**src/rtl/stack_pkg.sv**
```systemverilog
// Shared defaults and width derivations for the stack unit.
package stack_pkg;

    localparam int unsigned STACK_WIDTH_DEF = 8;
    localparam int unsigned STACK_DEPTH_DEF = 8;

    // Count needs one extra bit so that DEPTH itself is representable.
    function automatic int unsigned stack_cnt_w(input int unsigned depth);
        return $clog2(depth) + 1;
    endfunction

    localparam int unsigned STACK_CNT_W_DEF = stack_cnt_w(STACK_DEPTH_DEF);

endpackage

```
**src/rtl/stack_regfile.sv**
```systemverilog
// Stack storage: one synchronous write port, one combinational read port.
// Contents are intentionally not reset.
module stack_regfile #(
    parameter int unsigned WIDTH = 8,
    parameter int unsigned DEPTH = 8,
    localparam int unsigned AW   = $clog2(DEPTH)
) (
    input  logic             clk,
    input  logic             we,
    input  logic [AW-1:0]    wr_idx,
    input  logic [WIDTH-1:0] wr_data,
    input  logic [AW-1:0]    rd_idx,
    output logic [WIDTH-1:0] rd_data
);

    logic [WIDTH-1:0] mem [DEPTH];

    // Write port.
    always_ff @(posedge clk) begin
        if (we) begin
            mem[wr_idx] <= wr_data;
        end
    end

    // Read port.
    assign rd_data = mem[rd_idx];

endmodule

```
**src/rtl/stack_unit.sv**
```systemverilog
// LIFO stack with registered top-of-stack capture and sticky error flags.
// Build option: define STACK_GUARD_EN to ignore push-when-full and
// pop-when-empty (setting ovf/unf); otherwise the count wraps and the flags
// stay at 0.
module stack_unit
    import stack_pkg::*;
#(
    parameter int unsigned WIDTH = STACK_WIDTH_DEF,
    parameter int unsigned DEPTH = STACK_DEPTH_DEF,
    localparam int unsigned CW   = stack_cnt_w(DEPTH)
) (
    input  logic             clk,
    input  logic             rst,
    input  logic             push,
    input  logic             pop,
    input  logic             tos,
    input  logic [WIDTH-1:0] d_in,
    output logic [WIDTH-1:0] d_out,
    output logic [CW-1:0]    count,
    output logic             empty,
    output logic             full,
    output logic             ovf,
    output logic             unf
);

    localparam int unsigned AW = $clog2(DEPTH);

    logic             we;
    logic [AW-1:0]    wr_idx;
    logic [AW-1:0]    rd_idx;
    logic [WIDTH-1:0] rd_data;
    logic [CW-1:0]    cnt_nxt;
    logic             ovf_set;
    logic             unf_set;

    assign empty  = (count == '0);
    assign full   = (count == CW'(DEPTH));
    // Top entry; index wraps when empty, which is masked at capture time.
    assign rd_idx = AW'(count - CW'(1));

    stack_regfile #(
        .WIDTH (WIDTH),
        .DEPTH (DEPTH)
    ) u_regfile (
        .clk     (clk),
        .we      (we),
        .wr_idx  (wr_idx),
        .wr_data (d_in),
        .rd_idx  (rd_idx),
        .rd_data (rd_data)
    );

    // Decode push/pop into a write request, next count and flag events.
    always_comb begin
        we      = 1'b0;
        wr_idx  = AW'(count);
        cnt_nxt = count;
        ovf_set = 1'b0;
        unf_set = 1'b0;
        if (push && pop && !empty) begin
            we     = 1'b1;
            wr_idx = rd_idx;
        end else if (push) begin
`ifdef STACK_GUARD_EN
            if (full) begin
                ovf_set = 1'b1;
            end else begin
                we      = 1'b1;
                cnt_nxt = count + CW'(1);
            end
`else
            // A full stack is treated as count 0: write index 0, count 1.
            we      = 1'b1;
            cnt_nxt = full ? CW'(1) : count + CW'(1);
`endif
        end else if (pop) begin
`ifdef STACK_GUARD_EN
            if (empty) begin
                unf_set = 1'b1;
            end else begin
                cnt_nxt = count - CW'(1);
            end
`else
            cnt_nxt = empty ? CW'(DEPTH - 1) : count - CW'(1);
`endif
        end
    end

    // Count, captured top-of-stack and sticky flags.
    always_ff @(posedge clk or posedge rst) begin
        if (rst) begin
            count <= '0;
            d_out <= '0;
            ovf   <= 1'b0;
            unf   <= 1'b0;
        end else begin
            count <= cnt_nxt;
            if (tos) begin
                d_out <= empty ? '0 : rd_data;
            end
            ovf <= ovf | ovf_set;
            unf <= unf | unf_set;
        end
    end

endmodule

```
**config.mk**
```make
export PLATFORM = sky130hd
export DESIGN_NAME = stack_unit
export DESIGN_NICKNAME = d
export VERILOG_FILES = /design/src/rtl/stack_pkg.sv /design/src/rtl/stack_regfile.sv /design/src/rtl/stack_unit.sv
export SDC_FILE = /design/constraint.sdc
export NUM_CORES = 1
export LEC_CHECK = 0
export CAP_MARGIN = 25
export CORE_MARGIN = 1
export CORE_UTILIZATION = 43
export DETAILED_ROUTE_END_ITERATION = 12
export GPL_ROUTABILITY_DRIVEN = 0
export HOLD_SLACK_MARGIN = 0.03
export SLEW_MARGIN = 40
export SYNTH_ARGS = -nofsm -noshare
export SYNTH_HDL_FRONTEND = slang
export SYNTH_SLANG_ARGS = --single-unit
```
**constraint.sdc**
```tcl
create_clock -name clk -period 3.16 [get_ports clk]
set_input_delay 0.316 -clock clk [delete_from_list [all_inputs] [get_ports clk]]
set_output_delay 0.316 -clock clk [all_outputs]
set_load 0.01 [all_outputs]
```
==> metrics.md, run 1 <==
| Metric | Value |
|---|---|
| Share of final-layout standard cells stronger than drive strength 1 | `0.179` |
| Crit path launch | `count[1]$_DFFE_PP0P_` |
| Worst-case vdd ir drop | `0.308 mV` |
| Die ar. | `0.00785 mm^2` |
| Total length of routed wires | `6770 um` |
| Resize count post-CTS | `0` |
| Number of slew-limit violations in the final report | `0` |
| Clock transition at the registers of the reported paths | `0.08 ns` |
| Crit path required time | `2.84 ns` |
| Max_cap viols | `0` |
| Run status | `completed` |
| Async set or reset register ratio after synthesis | `0.158` |
| Global-route usage over all layers | `0.193` |
| Total of fill cells in the finished design | `616` |
| Via count of the first global-routing pass | `1814` |
| Final critical-path share of the clock period | `0.883` |
| Per-instance average area after synthesis | `17.8 um^2` |
| Initial cell density of the core | `0.445` |
| Count of endpoints failing hold in the final timing report | `0` |
| Flop-to-flop setup slack | `0.67 ns` |
| Area grow syn2layout | `17.7%` |
| Worst Skew | `0.0123 ns` |
| Clock root buffer | `clkbuf_8` |
| Wire length of the first global-routing pass | `10400 um` |
| Seq. cell area | `0.00222 mm^2` |
| Class of the worst hold path | `in -> async` |
| Arr. time, crit path | `2.47 ns` |
| Main synth FF type | `edfxtp_1` |
| Buffer count from post-CTS setup fixing | `0` |
| Top metal layer carrying routed signals | `met4` |
| Number of DRC violations after detailed routing | `0` |
| Number of antenna repair diodes | `0` |
| Global route total overflow | `0` |
| Sort of element at the end of the critical path | `output port` |
| Total Power Consumption | `3.36 mW` |
| Cell row count | `31` |
| Most common library cell in the layout ignoring fill and taps | `edfxtp_1` |
| DP Wirelength | `4320 um` |
| Die W | `88.6 um` |
| Startpoint class of the critical path | `flop` |
| Total of flip-flops plus latches after synthesis | `76` |
| Total setup violations reported at the end of the flow | `0` |
| Post-synthesis cell area | `0.00323 mm^2` |
| Met3 wire length | `340 um` |
| Final nets | `233` |
| Netlist cell types | `44` |
| Non-filler instance count after layout | `322` |
| Worst-case clock buffer depth | `2` |
| Pin count of the biggest net entering global routing | `28` |
| Warning count from the yosys run | `0` |
| Vias per cell | `5.58` |
| Critical path type | `reg -> out` |
| Final ANT Viol Nets | `0` |
| Num CTS Buffers | `9` |
| Leakage | `1.30 nW` |
| Placement Setup Slack | `0.699 ns` |
| IO Count | `29` |
| Number of placed instances, taps included | `306` |
| Mapped Cells | `181` |
| Normalized max-slew margin | `0.525` |
| Unrepaired setup endpoints after global routing | `no` |
| Hold buffer count at CTS | `0` |
| Count of buffers from port buffering | `26` |
| CTS tree | `done` |
| Antenna violations before repair | `0` |
| Fmax | `0.358 GHz` |
| Detailed-routing wirelength on met1 | `3100 um` |
| Most frequent cells in the layout | `64 x edfxtp_1, 26 x clkdlybuf4s50_1, 12 x dfrtp_1` |
| Number of enable-type register cells in the synthesized netlist | `64` |
| Final total negative setup slack | `0 ns` |
| Power density over cell area | `885 mW/mm^2` |
| Clock sink total | `76` |
| Worst R2R Path Depth | `7` |
| Via count | `1797` |
| Worst Max-Slew Pin Slew | `0.710 ns` |
| Setup WS post-layout | `0.370 ns` |
| Final Hold Slack | `0.325 ns` |
| DR WL/cell | `21.0 um` |
| CTS H-tree depth | `3` |
| Startpoint of the lowest-slack register-to-register path | `count[1]$_DFFE_PP0P_` |
| Top fanout value on the critical path | `11` |
| Number of iterations in the first detailed-routing pass | `5` |
| Die Height | `88.6 um` |
| Number of DRC markers in iteration 0 | `186` |
| Sequential fraction of the synthesis area | `0.689` |
| Wire length on met2 | `3240 um` |
| Clk_lat worst skew | `0.34 ns` |
| Crit path time final | `2.79 ns` |
| Area taken by multi-input logic gates | `907 um^2` |
| Area of the core | `0.00725 mm^2` |
Yosys cell counts, drive strengths merged (2+ instances only):
| cell | number | area, um^2 |
|---|---|---|
| edfxtp | 64 | 1920 |
| o211ai | 4 | 30.0 |
| nand2 | 4 | 15.0 |
| clkbuf | 5 | 18.8 |
| a221o | 8 | 80.1 |
| dfrtp | 12 | 300 |
| and3b | 2 | 17.5 |
| nor2b | 10 | 62.6 |
| or3b | 2 | 20.0 |
| mux4 | 16 | 379 |
| inv | 6 | 22.5 |
| or4 | 2 | 18.8 |
| buf | 6 | 58.8 |
| a21oi | 9 | 45.0 |
| nand4 | 2 | 12.5 |
| o21ai | 5 | 25.0 |
| ha | 2 | 25.0 |
| a21boi | 3 | 22.5 |
per-stage QoR:
stage / utilization / area [um^2]
detailed placement: 0.498 / 3610
global route: 0.523 / 3800
CTS: 0.523 / 3800
global placement: 0.498 / 3610
finish: 0.523 / 3800
floorplan: - / 3230
power breakdown:
group | total (mW) | switching, mW | internal, mW | leakage, nW
registers | 1.40 | 0.101 | 1.30 | 0.724
clock network | 0.695 | 0.331 | 0.365 | 0.0882
logic | 1.26 | 0.627 | 0.638 | 0.487
total | 3.36 | 1.06 | 2.30 | 1.30
area by class of cell:
type,count,area share
clock inverters,4,0.0132
flip-flops and latches,76,0.585
multi-input cells,89,0.239
clock buffers,12,0.0356
well taps,99,0.0326
inverters,6,0.00593
repair buffers,36,0.0883
worst paths after layout:
kind,endpoint
setup reg to reg,u_regfile.mem[7][0]$_DFFE_PP_
hold / removal,count[2]$_DFFE_PP0P_
setup / recovery,empty
min in group clk,d_out[7]$_DFFE_PP0P_
max in group asynchronous,count[0]$_DFFE_PP0P_
hold reg to reg,d_out[7]$_DFFE_PP0P_
kinds of logic (layout without fill, tap and decap cells):
logic type      Yosys count  count (layout)  synth area share
compound gates           38              38            0.0873
xor+xnor                  1               1           0.00272
fa+ha+maj                 2               2           0.00776
buf+inv                  17              58            0.0310
flops                    76              76             0.689
mux                      16              16             0.118
other cells               1               2           0.00116
simple gates             30              30            0.0636
flip-flops by register name, summed over array words and instances (netlist names):
name / cells
count: 4
d_out: 8
u_regfile.mem: 64
critical path, stage by stage (launching register included):
cell and delay, ns:
dfrtp_1 0.47, inv_1 0.16, ha_1 0.35, or3b_4 0.46, inv_2 0.14, clkdlybuf4s50_1 0.55
layer usage:
layer  GRT usage  vias to the layer above
met5           0                        -
met4      0.0792                        0
met3      0.0373                        8
met2       0.292                       66
met1       0.277                      911
li1            -                      812
No activity file was read; power rests on OpenSTA's default activity.
==> run 2, diff against run 1 <==
ABC_CLOCK_PERIOD_IN_PS = 3160   (was unset)
CORE_ASPECT_RATIO = 1.25   (was unset)
SLEW_MARGIN = 20   (was 40)
==> run 2 against run 1 <==
Compared with the run above:
- maximum frequency is 1.4% lower
- hold slack worse by 0.023 ns
- sequential cell count unchanged
- register-to-register slack got worse by 0.03 ns
- clock power grew 18%
- via count barely moved
- routed wire length fell by 2.9%
- total power is 3.9% higher
- die area barely moved
- utilization increased by 1.4 points
- cell count fell by 2.8%
- largest power group unchanged
==> metrics.md, run 2 (synthesized netlist as in run 1, its figures left out) <==
| Metric | Value |
|---|---|
| Sort of element at the end of the critical path | `output port` |
| Die Height | `98.8 um (+12%)` |
| Max_cap viols | `0 (unchanged)` |
| Num CTS Buffers | `9 (unchanged)` |
| Buffer count from post-CTS setup fixing | `0 (unchanged)` |
| Final nets | `233 (unchanged)` |
| Largest register by flop count | `u_regfile.mem` |
| Worst Max-Slew Pin Slew | `0.701 ns (-0.00866 ns)` |
| Number of flip-flops in the largest register | `64 (unchanged)` |
| Area grow syn2layout | `18.5%` |
| Critical path type | `reg -> out` |
| Die W | `79.5 um (-10%)` |
| Top fanout value on the critical path | `11 (unchanged)` |
| Internal power | `2.39 mW (+3.6%)` |
| Fraction of power consumed by combinational cells | `0.363 (-0.013)` |
| Final Core Density | `0.538 (+0.0145)` |
| Global-route usage over all layers | `0.190 (-0.00359)` |
| DP Wirelength | `4360 um (+0.73%)` |
| Total length of routed wires | `6570 um (-2.9%)` |
| Count of endpoints failing hold in the final timing report | `0 (unchanged)` |
| Number of antenna repair diodes | `0 (unchanged)` |
| Crit path time final | `2.83 ns (+0.0395 ns)` |
| Worst Skew | `0.00680 ns (-0.00546 ns)` |
| Leakage | `1.32 nW (+1.4%)` |
| Number of iterations in the first detailed-routing pass | `4 (-1)` |
| Number of DRC markers in iteration 0 | `161 (-13%)` |
| Via count | `1796 (-0.056%)` |
| Fraction of power spent switching nets | `0.317 (+0.00167)` |
| Cell row count | `34 (+9.7%)` |
| Clock sink total | `76 (unchanged)` |
| DR WL/cell | `21.0 um (-0.10%)` |
| Switching power total | `1.11 mW (+4.4%)` |
| Number of slew-limit violations in the final report | `0 (unchanged)` |
| Global route total overflow | `0 (unchanged)` |
| Registers with the most flip-flops | `u_regfile.mem: 64 flops, d_out: 8 flops, count: 4 flops` |
| Pin count of the biggest net entering global routing | `28 (unchanged)` |
| Initial cell density of the core | `0.454 (+0.00932)` |
| Total setup violations reported at the end of the flow | `0 (unchanged)` |
| Sequential power share | `0.402 (-0.015)` |
| CTS H-tree depth | `3 (unchanged)` |
| Share of final-layout standard cells stronger than drive strength 1 | `0.197 (+0.0179)` |
| Resize count post-CTS | `0 (unchanged)` |
| Final total negative setup slack | `0 ns (unchanged)` |
| Count of buffers from port buffering | `26 (unchanged)` |
| Most common library cell in the layout ignoring fill and taps | `edfxtp_1` |
| Unrepaired setup endpoints after global routing | `no` |
| Hold buffer count at CTS | `0 (unchanged)` |
| Antenna violations before repair | `0 (unchanged)` |
| Die ar. | `0.00785 mm^2 (about the same)` |
| Crit path required time | `2.84 ns (about the same)` |
| Number of DRC violations after detailed routing | `0 (unchanged)` |
| IO Count | `29 (unchanged)` |
| Wire length of the first global-routing pass | `10500 um (+1.1%)` |
| Via count of the first global-routing pass | `1864 (+2.8%)` |
| Power density over cell area | `914 mW/mm^2 (+3.2%)` |
| Clock root buffer | `clkbuf_8` |
| Clock transition at the registers of the reported paths | `0.08 ns (about the same)` |
| CTS tree | `done` |
| Final Hold Slack | `0.302 ns (-0.0234 ns)` |
| Arr. time, crit path | `2.51 ns (+0.04 ns)` |
| Clk_lat worst skew | `0.34 ns (about the same)` |
| Portion of total power attributed to the clock network | `0.235 (+0.028)` |
| Class of the worst hold path | `in -> async` |
| Area of the core | `0.00710 mm^2 (-2.1%)` |
| Most frequent cells in the layout | `64 x edfxtp_1, 26 x clkdlybuf4s50_1, 12 x dfrtp_1` |
| Final critical-path share of the clock period | `0.895 (+0.0125)` |
| Worst-case vdd ir drop | `0.366 mV (+19%)` |
| Vias per cell | `5.74 (+2.8%)` |
| Run status | `completed` |
| Worst-case clock buffer depth | `2 (unchanged)` |
| Startpoint class of the critical path | `flop` |
| Normalized max-slew margin | `0.531 (+0.00580)` |
| Final ANT Viol Nets | `0 (unchanged)` |
| Fmax | `0.353 GHz (-1.4%)` |
-- run 2: worst paths after layout --
path	startpoint	endpoint	slack, ns	cells after the start
hold / removal	rst	count[3]$_DFFE_PP0P_	0.30	2
setup / recovery	count[1]$_DFFE_PP0P_	empty	0.33	5
setup reg to reg	count[1]$_DFFE_PP0P_	u_regfile.mem[2][5]$_DFFE_PP_	0.64	7
max in group asynchronous	rst	count[1]$_DFFE_PP0P_	2.51	2
hold reg to reg	d_out[2]$_DFFE_PP0P_	d_out[2]$_DFFE_PP0P_	0.62	2
min in group clk	d_out[2]$_DFFE_PP0P_	d_out[2]$_DFFE_PP0P_	0.62	2
-- run 2: area by class of cell --
cell class              instances  area [um^2]
fillers                       576         3280
flip-flops and latches         76         2220
multi-input cells              89          907
repair buffers                 36          335
clock buffers                   9          124
well taps                      90          113
clock inverters                 7         97.6
inverters                       6         22.5
-- run 2: worst max-delay path: stages, from the launching register on --
cell and delay [ns]:
dfrtp_1 0.48, inv_1 0.16, ha_1 0.35, or3b_4 0.46, inv_2 0.16, clkdlybuf4s50_1 0.57
-- run 2: per-stage QoR --
step                power (mW)  instances  worst slack [ns]  instance area (um^2)
finish                    3.49        313             0.331                  3820
global route              3.69        313             0.203                  3820
CTS                       3.52        313             0.350                  3820
detailed placement        2.70        297             0.710                  3600
global placement          2.65        297             0.800                  3600
floorplan                 2.27        182             0.421                  3230
-- run 2: layer usage --
layer / part of all wire / track usage
met1: 0.43 / 0.254
met2: 0.50 / 0.294
met3: 0.048 / 0.0444
met4: 0.023 / 0.0867
met5: 0 / 0
-- run 2: power groups by stage --
stage	registers, mW	logic, mW	clock network [mW]
after global routing	1.43	1.37	0.888
final	1.40	1.27	0.819
after detailed placement	1.42	1.28	0
after floorplan	1.42	0.844	0
after CTS	1.40	1.28	0.833
after global placement	1.41	1.24	0
